File: src/rtl/ysyx_23060061_lsu.sv
// Load/store unit: turns one execute-stage memory operation at a time into a
// word-aligned valid/ready memory request and returns extended load data to writeback.
module ysyx_23060061_lsu #(
  parameter int TIMEOUT = 255
) (
  input  logic        clk,
  input  logic        rst,
  input  logic        in_valid,
  output logic        in_ready,
  input  logic        in_wen,
  input  logic [2:0]  in_funct3,
  input  logic [31:0] in_addr,
  input  logic [31:0] in_wdata,
  input  logic [4:0]  in_rd,
  output logic        mem_req_valid,
  input  logic        mem_req_ready,
  output logic [31:0] mem_req_addr,
  output logic        mem_req_wen,
  output logic [31:0] mem_req_wdata,
  output logic [3:0]  mem_req_wmask,
  input  logic        mem_resp_valid,
  input  logic [31:0] mem_resp_rdata,
  output logic        out_valid,
  input  logic        out_ready,
  output logic [31:0] out_rdata,
  output logic [4:0]  out_rd,
  output logic        out_err
);

  typedef enum logic [1:0] {IDLE, REQ, WAIT, RESP} state_t;

  localparam logic [7:0] TIMEOUT_C = 8'(TIMEOUT);

  state_t      state;
  logic [7:0]  cnt;
  logic        wen_q;
  logic [2:0]  funct3_q;
  logic [1:0]  off_q;

  logic        legal;
  logic        aligned;
  logic [3:0]  mask_c;
  logic [31:0] wdata_c;
  logic [31:0] shifted;
  logic [31:0] load_c;

  // in_ready is gated by rst so execute never sees a handshake during reset.
  assign in_ready = (state == IDLE) && !rst;

  // Decode of the incoming operation: legality, alignment and store lane encoding.
  // NOTE: every signal gets a default before the case so no latch is inferred.
  always_comb begin
    legal   = 1'b0;
    aligned = 1'b0;
    mask_c  = 4'b0000;
    wdata_c = 32'h0;
    case (in_funct3)
      3'b000: begin
        legal   = 1'b1;
        aligned = 1'b1;
        mask_c  = 4'b0001 << in_addr[1:0];
      end
      3'b001: begin
        legal   = 1'b1;
        aligned = ~in_addr[0];
        mask_c  = 4'b0011 << in_addr[1:0];
      end
      3'b010: begin
        legal   = 1'b1;
        aligned = (in_addr[1:0] == 2'b00);
        mask_c  = 4'b1111;
      end
      3'b100: begin
        legal   = ~in_wen;
        aligned = 1'b1;
      end
      3'b101: begin
        legal   = ~in_wen;
        aligned = ~in_addr[0];
      end
      default: begin
        legal   = 1'b0;
        aligned = 1'b0;
      end
    endcase
    if (in_wen) begin
      wdata_c = in_wdata << {in_addr[1:0], 3'b000};
    end else begin
      mask_c = 4'b0000;
    end
  end

  // Load extraction from the returned word using the latched offset and width.
  always_comb begin
    shifted = mem_resp_rdata >> {off_q, 3'b000};
    load_c  = 32'h0;
    case (funct3_q)
      3'b000:  load_c = {{24{shifted[7]}}, shifted[7:0]};
      3'b001:  load_c = {{16{shifted[15]}}, shifted[15:0]};
      3'b010:  load_c = shifted;
      3'b100:  load_c = {24'h0, shifted[7:0]};
      3'b101:  load_c = {16'h0, shifted[15:0]};
      default: load_c = 32'h0;
    endcase
    if (wen_q) begin
      load_c = 32'h0;
    end
  end

  // NOTE: all state and registered outputs update with non-blocking assignments.
  always_ff @(posedge clk) begin
    if (rst) begin
      state         <= IDLE;
      cnt           <= 8'h0;
      wen_q         <= 1'b0;
      funct3_q      <= 3'b000;
      off_q         <= 2'b00;
      mem_req_valid <= 1'b0;
      mem_req_addr  <= 32'h0;
      mem_req_wen   <= 1'b0;
      mem_req_wdata <= 32'h0;
      mem_req_wmask <= 4'b0000;
      out_valid     <= 1'b0;
      out_rdata     <= 32'h0;
      out_rd        <= 5'd0;
      out_err       <= 1'b0;
    end else begin
      case (state)
        IDLE: begin
          if (in_valid) begin
            wen_q    <= in_wen;
            funct3_q <= in_funct3;
            off_q    <= in_addr[1:0];
            out_rd   <= in_rd;
            if (legal && aligned) begin
              state         <= REQ;
              mem_req_valid <= 1'b1;
              mem_req_addr  <= {in_addr[31:2], 2'b00};
              mem_req_wen   <= in_wen;
              mem_req_wdata <= wdata_c;
              mem_req_wmask <= mask_c;
            end else begin
              // Illegal or misaligned: report straight back, no memory traffic.
              state     <= RESP;
              out_valid <= 1'b1;
              out_err   <= 1'b1;
              out_rdata <= 32'h0;
            end
          end
        end
        REQ: begin
          if (mem_req_ready) begin
            state         <= WAIT;
            mem_req_valid <= 1'b0;
            cnt           <= 8'h0;
          end
        end
        WAIT: begin
          if (mem_resp_valid) begin
            state     <= RESP;
            out_valid <= 1'b1;
            out_err   <= 1'b0;
            out_rdata <= load_c;
          end else if (cnt + 8'd1 == TIMEOUT_C) begin
            state     <= RESP;
            out_valid <= 1'b1;
            out_err   <= 1'b1;
            out_rdata <= 32'h0;
          end else begin
            cnt <= cnt + 8'd1;
          end
        end
        RESP: begin
          if (out_ready) begin
            state     <= IDLE;
            out_valid <= 1'b0;
          end
        end
        default: state <= IDLE;
      endcase
    end
  end

endmodule
File: config.mk
export PLATFORM = sky130hd
export DESIGN_NAME = ysyx_23060061_lsu
export DESIGN_NICKNAME = d
export VERILOG_FILES = /design/src/rtl/ysyx_23060061_lsu.sv
export SDC_FILE = /design/constraint.sdc
export NUM_CORES = 1
export LEC_CHECK = 0
export ABC_AREA = 1
export BUFFER_PORTS_ARGS = -buffer_cell sky130_fd_sc_hd__clkbuf_2
export CORE_MARGIN = 8
export CORE_UTILIZATION = 23
export CTS_BUF_LIST = sky130_fd_sc_hd__clkbuf_8
export CTS_CLUSTER_SIZE = 16
export DETAILED_ROUTE_END_ITERATION = 10
export HOLD_SLACK_MARGIN = 0.08
export PLACE_DENSITY = 0.46
export SYNTH_ARGS = -nofsm -noshare
export SYNTH_HDL_FRONTEND = slang
export SYNTH_SLANG_ARGS = --single-unit
File: constraint.sdc
create_clock -name clk -period 2.6 [get_ports clk]
set_input_delay 0.26 -clock clk [delete_from_list [all_inputs] [get_ports clk]]
set_output_delay 0.26 -clock clk [all_outputs]
set_load 0.05 [all_outputs]
==> out/metrics.csv, run 1 <==
metric;value;unit
CTS Sinks;123;
global-route wire length before repair;38.46;mm
ratio of final minimum period to clock period;0.8391;
proportion of layout cells with a drive suffix above 1;0.2379;
# Post-CTS Setup Buffers;0;
WL/cell;15.49;um
VDD IR max;0.0004016;V
Hold Buf Count CTS;33;
Rel. slew slack;0.4575;
Hold Path Class;input port to register;
die height;182.0;um
fmax;458.4;MHz
most frequent cells in the layout;nand2_1 (282), clkbuf_2 (218), nor2_1 (123), dfxtp_1 (123), nand3_1 (117);
RSZ-0062 raised after global routing;no;
asr flop ratio synth;0;
Port Buf Inserts;218;
vias in the first global route;6968;
MaxCap Viol Count;0;
post-synth design cell area;6337;sq um
worst setup margin;0.4183;ns
RR Startpoint;cnt[0];
Iteration-0 DRC Markers;375;
cts repair resizes;0;
clock tree root driver cell;clkbuf_8;
Yosys reg bits;123;
most common cell after layout, fill and taps aside;nand2_1;
Avg Synthesized Cell Area;6.447;sq um
Post-synth top flop;dfxtp_1;
WP data required;2.97;ns
grt ovf;0;
outcome;finished, final reports clean;
Clock Skews;0.02418;ns
DRC Markers;0;
CTS clk-pin slew, worst paths;0.09;ns
Syn. warnings;0;
final number of setup-violating endpoints;0;
Tmin final;2.182;ns
Die ar.;33120;sq um
fin cells;1557;
Worst Path Max Fanout;25;
RePlAce Congestion;0.7979;
post-placement setup slack;0.3956;ns
proportion of synthesized chip area in sequential cells;0.3885;
CP Launch Point;cnt[0];
post-detail-place hpwl;17.39;mm
initial antenna violation count;3;
min-delay src;in_wen;
clock buffer depth;2;
largest net degree at the start of global routing;71;
worst skew pair latency;0.45;ns
P&R area growth vs syn;32.30;%
Cells after Synth;983;
# rows;60;
CTS Buf Count;17;
die width;182.0;um
number of flops mapped to enable cells by yosys;0;
io pins;221;
DRT Pass-1 Iters;4;
Initial Util;0.2345;
final hold viol count;0;
final WL;24.11;mm
nets;1320;
final setup TNS;0;ns
Routed Antenna Nets;0;
H-tree levels;4;
vias post-DR;7030;
CTS tree;yes;
vias per cell;4.515;
placed cell count;1491;
Slew @ Worst Pin;0.8137;ns
Crit. End Element;register;
CP Class;register to register;
WP data arrival;2.55;ns
Cell variety after synth;36;
Pwr per Cell Area;973.4;nW/um^2
static leakage;3.840;nW
All-Layer GR Usage;0.1437;
fin. max-slew vios;0;
startpoint types;register;
Placeable Area;27030;sq um
sequential cells by signal (all words and copies together), names as in the netlist:
name and count:
mem_req_addr 30, mem_req_wmask 4, out_err 1, out_rdata 32, mem_req_wdata 32, state 2, out_valid 1, funct3_q 3
mem_req_valid 1, wen_q 1, mem_req_wen 1, cnt 8, off_q 2, out_rd 5
final timing paths:
kind / to / slack, ns / cells after the start
max: out_rdata[11] / 0.42 / 11
min: wen_q / 0.11 / 3
max reg2reg: out_rdata[11] / 0.42 / 11
min reg2reg: mem_req_addr[6] / 0.46 / 2
cells in the mapped netlist (all sizes together), types with 2 or more instances:
cell type,instances,area share
dfxtp,123,0.39
a21oi,84,0.066
o211ai,28,0.033
and2,2,0.0020
nor2,126,0.076
clkbuf,41,0.024
ha,7,0.014
o21bai,2,0.0024
nand3,117,0.092
or2,3,0.0030
o21ai,60,0.048
inv,62,0.037
nand2,286,0.17
buf,32,0.030
cell families (layout without fill, tap and decap cells):
group,Yosys count,count (layout),share of synthesized area
simple gates,537,537,0.3487
compound gates,178,178,0.1552
buf+inv,136,367,0.09181
flops,123,123,0.3885
fa+ha+maj,7,7,0.01382
other cells,1,3,0.0005917
xor+xnor,1,1,0.001382
critical path: stages, from the launching register on:
cell and delay [ns]:
dfxtp_1 0.42, ha_1 0.21, nand3_1 0.14, o21bai_1 0.19
nand2_1 0.07, nor2_1 0.10, nand2_1 0.09, nand2_4 0.07
and2_1 0.45, buf_12 0.24, nor2_1 0.06, nor2_1 0.07
area by class of cell:
class / instances / area [sq um]
Multi-Input combinational cell: 725 / 3302
Sequential cell: 123 / 2462
Tap cell: 341 / 426.7
Fill cell: 3034 / 18640
Antenna cell: 1 / 2.502
Clock buffer: 17 / 234.0
Timing Repair Buffer: 272 / 1592
Inverter: 63 / 239.0
Clock inverter: 15 / 126.4
stage by stage:
stage                     utilization  area, sq um  hold WS (ns)  total power, mW
after global placement         0.2846         7691        0.4481            6.557
after detailed placement       0.2846         7691        0.4535            6.566
after CTS                      0.3101         8382       0.08049            8.285
after global routing           0.3102         8384       0.09691            8.812
final                          0.3102         8384        0.1061            8.162
after floorplan                     -         6341        0.4250            5.580
power by group:
| part | total [mW] | switching [mW] | internal, mW |
|---|---|---|---|
| registers | 2.53 | 0.261 | 2.27 |
| logic | 3.99 | 2.87 | 1.12 |
| clock network | 1.64 | 0.948 | 0.692 |
layer usage:
| metal | part of all wire | track usage | up-vias |
|---|---|---|---|
| met5 | 0.0010 | 0 | - |
| met4 | 0.0095 | 0.03477 | 4 |
| met3 | 0.071 | 0.05230 | 14 |
| met2 | 0.46 | 0.2297 | 192 |
| met1 | 0.46 | 0.1809 | 3206 |
| li1 | - | - | 3614 |
Note: power is estimated with default switching activity, not from simulation.
==> run 2, diff against run 1 <==
- clock period: 2.6 -> 2.15 ns (I/O delays scaled with it)
==> run 2 against run 1 <==
Compared with the run above: clock power grew 23%; non-clock buffer count grew 7; clock skew grew 0.0010 ns; via count shrank 0.48%; sequential share of layout area shrank 0.40 points; core utilization grew 0.44 points; setup slack lost 0.20 ns; sequential power grew 21%; largest cell class unchanged.
==> out/metrics.csv, run 2 (synthesized netlist as in run 1, its figures left out) <==
metric;value;unit;change
routed metal-1 wirelength;10.77;mm;was 11.00 mm
CTS Sinks;123;;unchanged
Core Util, Final;0.3147;;was 0.3102
Routed Antenna Nets;0;;unchanged
Initial Util;0.2345;;unchanged
Rel. slew slack;0.5568;;was 0.4575
CP max stage delay;0.33;ns;was 0.45 ns
Int Power;5.115;mW;was 4.079 mW
Routed met2 length;11.11;mm;was 11.15 mm
vias post-DR;6996;;was 7030
Sequential Power Share;0.309;;was 0.310
vias per cell;4.476;;was 4.515
# Post-CTS Setup Buffers;0;;unchanged
DRT Pass-1 Iters;5;;was 4
Die ar.;33120;sq um;unchanged
clock buffer depth;2;;unchanged
worst reg2reg path depth;11;;unchanged
Clock Skews;0.02517;ns;was 0.02418 ns
Crit. End Element;primary output;;was register
DR top layer;met5;;unchanged
startpoint types;register;;unchanged
final number of setup-violating endpoints;0;;unchanged
die width;182.0;um;unchanged
placed instance area;7771;sq um;was 7691 sq um
clock tree root driver cell;clkbuf_8;;unchanged
post-detail-place hpwl;17.28;mm;was 17.39 mm
slowest cell on the critical path;dfxtp_1;;was and2_1
outcome;finished, final reports clean;;unchanged
global-route wire length before repair;37.89;mm;was 38.46 mm
CP Cell Sequence;inv_1, ha_1, inv_1, nor2_1, clkbuf_2;;was ha_1, nand3_1, o21bai_1, nand2_1, nor2_1, nand2_1, nand2_4, and2_1, buf_12, nor2_1, nor2_1
Worst Path Max Fanout;5;;was 25
WL/cell;15.26;um;was 15.49 um
VDD IR max;0.0004163;V;was 0.0004016 V
MaxCap Viol Count;0;;unchanged
worst setup margin;0.2173;ns;was 0.4183 ns
Hold Path Class;input port to register;;unchanged
nets;1327;;was 1320
biggest regs;mem_req_wdata (32), out_rdata (32), mem_req_addr (30);;unchanged
die height;182.0;um;unchanged
Port Buf Inserts;218;;unchanged
combinational share of power;0.489;;about the same
Clock Power Share;0.202;;was 0.201
Placeable Area;27030;sq um;unchanged
CTS clk-pin slew, worst paths;0.08;ns;was 0.09 ns
fmax;517.4;MHz;
Slew @ Worst Pin;0.6649;ns;was 0.8137 ns
CTS Buf Count;17;;unchanged
Hold Path Depth;5;;was 3
All-Layer GR Usage;0.1421;;was 0.1437
area occupied by multi-input gates;3304;sq um;was 3302 sq um
most common cell after layout, fill and taps aside;nand2_1;;unchanged
grt ovf;0;;unchanged
Final Cell Area;8504;sq um;was 8384 sq um
H-tree levels;4;;unchanged
Pwr per Cell Area;1171;nW/um^2;was 973.4 nW/um^2
WP data arrival;1.72;ns;was 2.55 ns
final hold viol count;0;;unchanged
Tmin final;1.933;ns;
vias in the first global route;6995;;was 6968
Net Sw Frac;0.4863;;was 0.5003
total power;9.957;mW;was 8.162 mW
final setup TNS;0;ns;unchanged
DRC Markers;0;;unchanged
RSZ-0062 raised after global routing;no;;unchanged
worst skew pair latency;0.45;ns;about the same
switching pwr;4.842;mW;was 4.083 mW
fin. max-slew vios;0;;unchanged
Iteration-0 DRC Markers;342;;was 375
ratio of final minimum period to clock period;0.8989;;
WP data required;1.93;ns;was 2.97 ns
static leakage;3.887;nW;was 3.840 nW
WL met3;1.764;mm;was 1.705 mm
initial antenna violation count;2;;was 3
proportion of layout cells with a drive suffix above 1;0.2406;;was 0.2379
io pins;221;;unchanged
most frequent cells in the layout;nand2_1 (281), clkbuf_2 (218), nor2_1 (123);;was nand2_1 (282), clkbuf_2 (218), nor2_1 (123), dfxtp_1 (123), nand3_1 (117)
# rows;60;;unchanged
post-placement setup slack;0.07667;ns;was 0.3956 ns
RePlAce Congestion;0.7727;;was 0.7979
P&R area growth vs syn;34.20;%;was 32.30%
CP dominant cell by count;inv_1;;was nor2_1
largest net degree at the start of global routing;68;;was 71
final WL;23.84;mm;was 24.11 mm
CP Class;register to primary output;;was register to register
FF+latch area;2464;sq um;was 2462 sq um
# fillers;3067;;was 3034
CTS tree;yes;;unchanged
diode count;0;;was 1
-- run 2: cell types whose count changed in the layout (fill, tap and decap cells not counted), sizes merged --
| cell | before | now |
|---|---|---|
| bufinv | 0 | 1 |
| inv | 71 | 66 |
| buf | 21 | 25 |
| dlygate4sd3 | 33 | 36 |
| diode | 1 | 0 |
| clkinvlp | 2 | 5 |
| clkbuf | 235 | 236 |
-- run 2: worst max-delay path: cells and delay by family, from the launching register on --
family | cells | cell delay, ns
simple gates | 1 | 0.15
fa+ha+maj | 1 | 0.28
flops | 1 | 0.33
buf+inv | 3 | 0.53
-- run 2: repair_timing --
item                                   4_1_cts  5_1_grt
setup endpoints to repair                    0        9
hold buffers                                36        0
endpoints found under the hold margin       36        0
resized for setup                            0        2
-- run 2: through the flow --
| step | cells | hold slack [ns] |
|---|---|---|
| 5_1_grt | 1563 | 0.1076 |
| 3_5_place_dp | 1495 | 0.4542 |
| 3_3_place_gp | 1495 | 0.4478 |
| 2_1_floorplan | 984 | 0.3800 |
| 6_report | 1563 | 0.1260 |
| 4_1_cts | 1563 | 0.08628 |
-- run 2: worst paths after layout --
kind | to | slack [ns] | start
setup / recovery | in_ready | 0.22 | state[1]
hold reg to reg | mem_req_addr[10] | 0.46 | mem_req_addr[10]
setup reg to reg | out_rdata[0] | 0.25 | cnt[1]
hold / removal | mem_req_wdata[5] | 0.13 | in_wdata[5]
-- run 2: routing by layer --
metal | up-vias | track usage
met2 | 178 | 0.2314
met4 | 4 | 0.02788
met5 | - | 0
met1 | 3171 | 0.1754
li1 | 3630 | -
met3 | 13 | 0.05569
-- run 2: power groups by stage --
stage                     logic (mW)  clock network, mW  registers, mW
after global placement          4.89                  0           3.12
after detailed placement        4.89                  0           3.12
final                           4.87               2.01           3.07
after floorplan                 2.51                  0           4.24
after CTS                       4.95               2.10           3.07
after global routing            5.43               2.21           3.14
-- run 2: area by class of cell --
cell class	instances	area share
Inverter	63	0.02810
Timing Repair Buffer	279	0.2001
Clock buffer	18	0.02913
Clock inverter	14	0.01427
Multi-Input combinational cell	725	0.3886
Sequential cell	123	0.2897
Tap cell	341	0.05017
==> run 3, diff against run 2 <==
- clock period: 2.15 -> 2.5 ns (I/O delays scaled with it)
==> run 3 against run 2 <==
Compared with the run above: combinational power shrank 14%; critical path depth grew 4; hold slack gained 0.0060 ns; largest cell class unchanged; highest routed layer unchanged.
==> out/metrics.csv, run 3 (synthesized netlist as in run 1, its figures left out) <==
metric;value;unit;change
Clock Power Share;0.224;;was 0.202
DR top layer;met5;;unchanged
worst reg2reg setup slack;0.40;ns;was 0.25 ns
Iteration-0 DRC Markers;396;;was 342
FF-to-FF End;mem_req_addr[16];;was out_rdata[0]
io pins;221;;unchanged
post-detail-place hpwl;17.49;mm;was 17.28 mm
fin. max-slew vios;0;;unchanged
Placeable Area;27030;sq um;unchanged
worst setup margin;0.4037;ns;was 0.2173 ns
die width;182.0;um;unchanged
worst reg2reg path depth;9;;was 11
ratio of final minimum period to clock period;0.8385;;
grt ovf;0;;unchanged
CTS clk-pin slew, worst paths;0.09;ns;was 0.08 ns
die height;182.0;um;unchanged
Routed met2 length;11.31;mm;was 11.11 mm
clock buffer depth;2;;unchanged
outcome;finished, final reports clean;;unchanged
Die ar.;33120;sq um;unchanged
# rows;60;;unchanged
routed metal-1 wirelength;10.86;mm;was 10.77 mm
fmax;477.0;MHz;
Int Power;4.553;mW;was 5.115 mW
worst skew pair latency;0.45;ns;about the same
WP data arrival;2.47;ns;was 1.72 ns
H-tree levels;4;;unchanged
vias per cell;4.492;;was 4.476
Rel. slew slack;0.5369;;was 0.5568
CTS Sinks;123;;unchanged
clock tree root driver cell;clkbuf_8;;unchanged
RR Startpoint;state[0];;was cnt[1]
CP Cell Sequence;inv_1, ha_1, nand2_2, buf_4, inv_2, nand2_2, buf_4, nand2_1, a21oi_1;;was inv_1, ha_1, inv_1, nor2_1, clkbuf_2
MaxCap Viol Count;0;;unchanged
Sequential Power Share;0.300;;was 0.309
final WL;24.17;mm;was 23.84 mm
static leakage;3.897;nW;was 3.887 nW
Net Sw Frac;0.4802;;was 0.4863
vias post-DR;7012;;was 6996
# fillers;3036;;was 3067
global-route wire length before repair;39.01;mm;was 37.89 mm
CP Class;register to register;;was register to primary output
startpoint types;register;;unchanged
Pwr per Cell Area;1031;nW/um^2;was 1171 nW/um^2
CP max stage delay;0.44;ns;was 0.33 ns
switching pwr;4.206;mW;was 4.842 mW
Hold Path Class;input port to register;;unchanged
most common cell after layout, fill and taps aside;nand2_1;;unchanged
proportion of layout cells with a drive suffix above 1;0.2395;;was 0.2406
final number of setup-violating endpoints;0;;unchanged
vias in the first global route;7136;;was 6995
DRT Pass-1 Iters;4;;was 5
Slew @ Worst Pin;0.6930;ns;was 0.6649 ns
WL/cell;15.48;um;was 15.26 um
Crit. End Element;register;;was primary output
WP data required;2.87;ns;was 1.93 ns
post-placement setup slack;0.3041;ns;was 0.07667 ns
RSZ-0062 raised after global routing;no;;unchanged
initial antenna violation count;3;;was 2
largest net degree at the start of global routing;51;;was 68
P&R area growth vs syn;34.10;%;was 34.20%
total power;8.760;mW;was 9.957 mW
RePlAce Congestion;0.7787;;was 0.7727
min-delay src;in_addr[10];;was in_wdata[5]
VDD IR max;0.0003289;V;was 0.0004163 V
nets;1324;;was 1327
WL met3;1.702;mm;was 1.764 mm
Tmin final;2.096;ns;
slowest cell on the critical path;buf_4;;was dfxtp_1
most frequent cells in the layout;nand2_1 (282), clkbuf_2 (218), nor2_1 (123), dfxtp_1 (123), nand3_1 (117);;was nand2_1 (281), clkbuf_2 (218), nor2_1 (123)
Worst Path Max Fanout;48;;was 5
worst hold endpoint;mem_req_addr[10];;was mem_req_wdata[5]
Clock Skews;0.01933;ns;was 0.02517 ns
biggest regs;mem_req_wdata (32), out_rdata (32), mem_req_addr (30);;unchanged
final hold viol count;0;;unchanged
CTS tree;yes;;unchanged
DRC Markers;0;;unchanged
Initial Util;0.2345;;unchanged
CTS Buf Count;17;;unchanged
Routed Antenna Nets;0;;unchanged
combinational share of power;0.476;;was 0.489
final hold slack;0.1320;ns;was 0.1260 ns
final setup TNS;0;ns;unchanged
Port Buf Inserts;218;;unchanged
Hold Path Depth;3;;was 5
All-Layer GR Usage;0.1458;;was 0.1421
## run 3: cell types whose count changed in the layout (fill, tap and decap cells not counted), sizes merged
cell         delta
dlygate4sd3     -1
clkbuf          -1
buf             -2
inv             +1
diode           +1
clkinvlp        -5
clkinv          +3
bufinv          +2
## run 3: through the flow
stage               std cells  area, sq um  utilization
finish                   1561         8498       0.3144
detailed placement       1493         7719       0.2856
global placement         1493         7719       0.2856
global route             1560         8496       0.3144
floorplan                 984         6341            -
CTS                      1560         8491       0.3142
## run 3: critical path: cells and delay by family, from the launching register on
kind            cells  cell delay [ns]
flops               1             0.38
fa+ha+maj           1             0.28
buf+inv             4             0.84
simple gates        3             0.32
compound gates      1             0.18
## run 3: how the worst max path moves through the flow
stage,from,endpoint,slack (ns),cells after the start
after floorplan,cnt[0],out_err,0.71,12
after global placement,in_addr[0],mem_req_wdata[13],0.34,11
after detailed placement,cnt[0],out_rdata[30],0.30,11
after CTS,cnt[0],out_rdata[20],0.27,11
after global routing,state[1],mem_req_wdata[13],0.10,11
final,state[0],mem_req_addr[16],0.40,9
## run 3: power groups by stage
stage	sequential, mW	clock, mW	combinational [mW]
final	2.63	1.96	4.17
after global routing	2.69	2.11	4.66
after CTS	2.63	2.04	4.22
after detailed placement	2.68	0	4.16
after global placement	2.68	0	4.15
after floorplan	3.65	0	2.16
## run 3: cell type report
class / instances / area (sq um) / area share
multi-input cells: 725 / 3303 / 0.3887
flip-flops and latches: 123 / 2462 / 0.2898
repair buffers: 276 / 1643 / 0.1933
well taps: 341 / 426.7 / 0.05021
inverters: 63 / 239.0 / 0.02812
clock buffers: 17 / 234.0 / 0.02753
clock inverters: 15 / 187.7 / 0.02208
diodes: 1 / 2.502 / 0.0002945
## run 3: what timing repair did
action	4_1_cts	5_1_grt
setup buffers	0	0
hold buffers	35	0
gates resized for setup	0	2
endpoints found under the hold margin	35	0
setup endpoints to repair	0	15
## run 3: layer usage
metal  GRT usage  up-vias
met5           0        -
met4     0.03739        4
met3     0.05030       20
met2      0.2374      192
met1      0.1810     3168
li1            -     3628
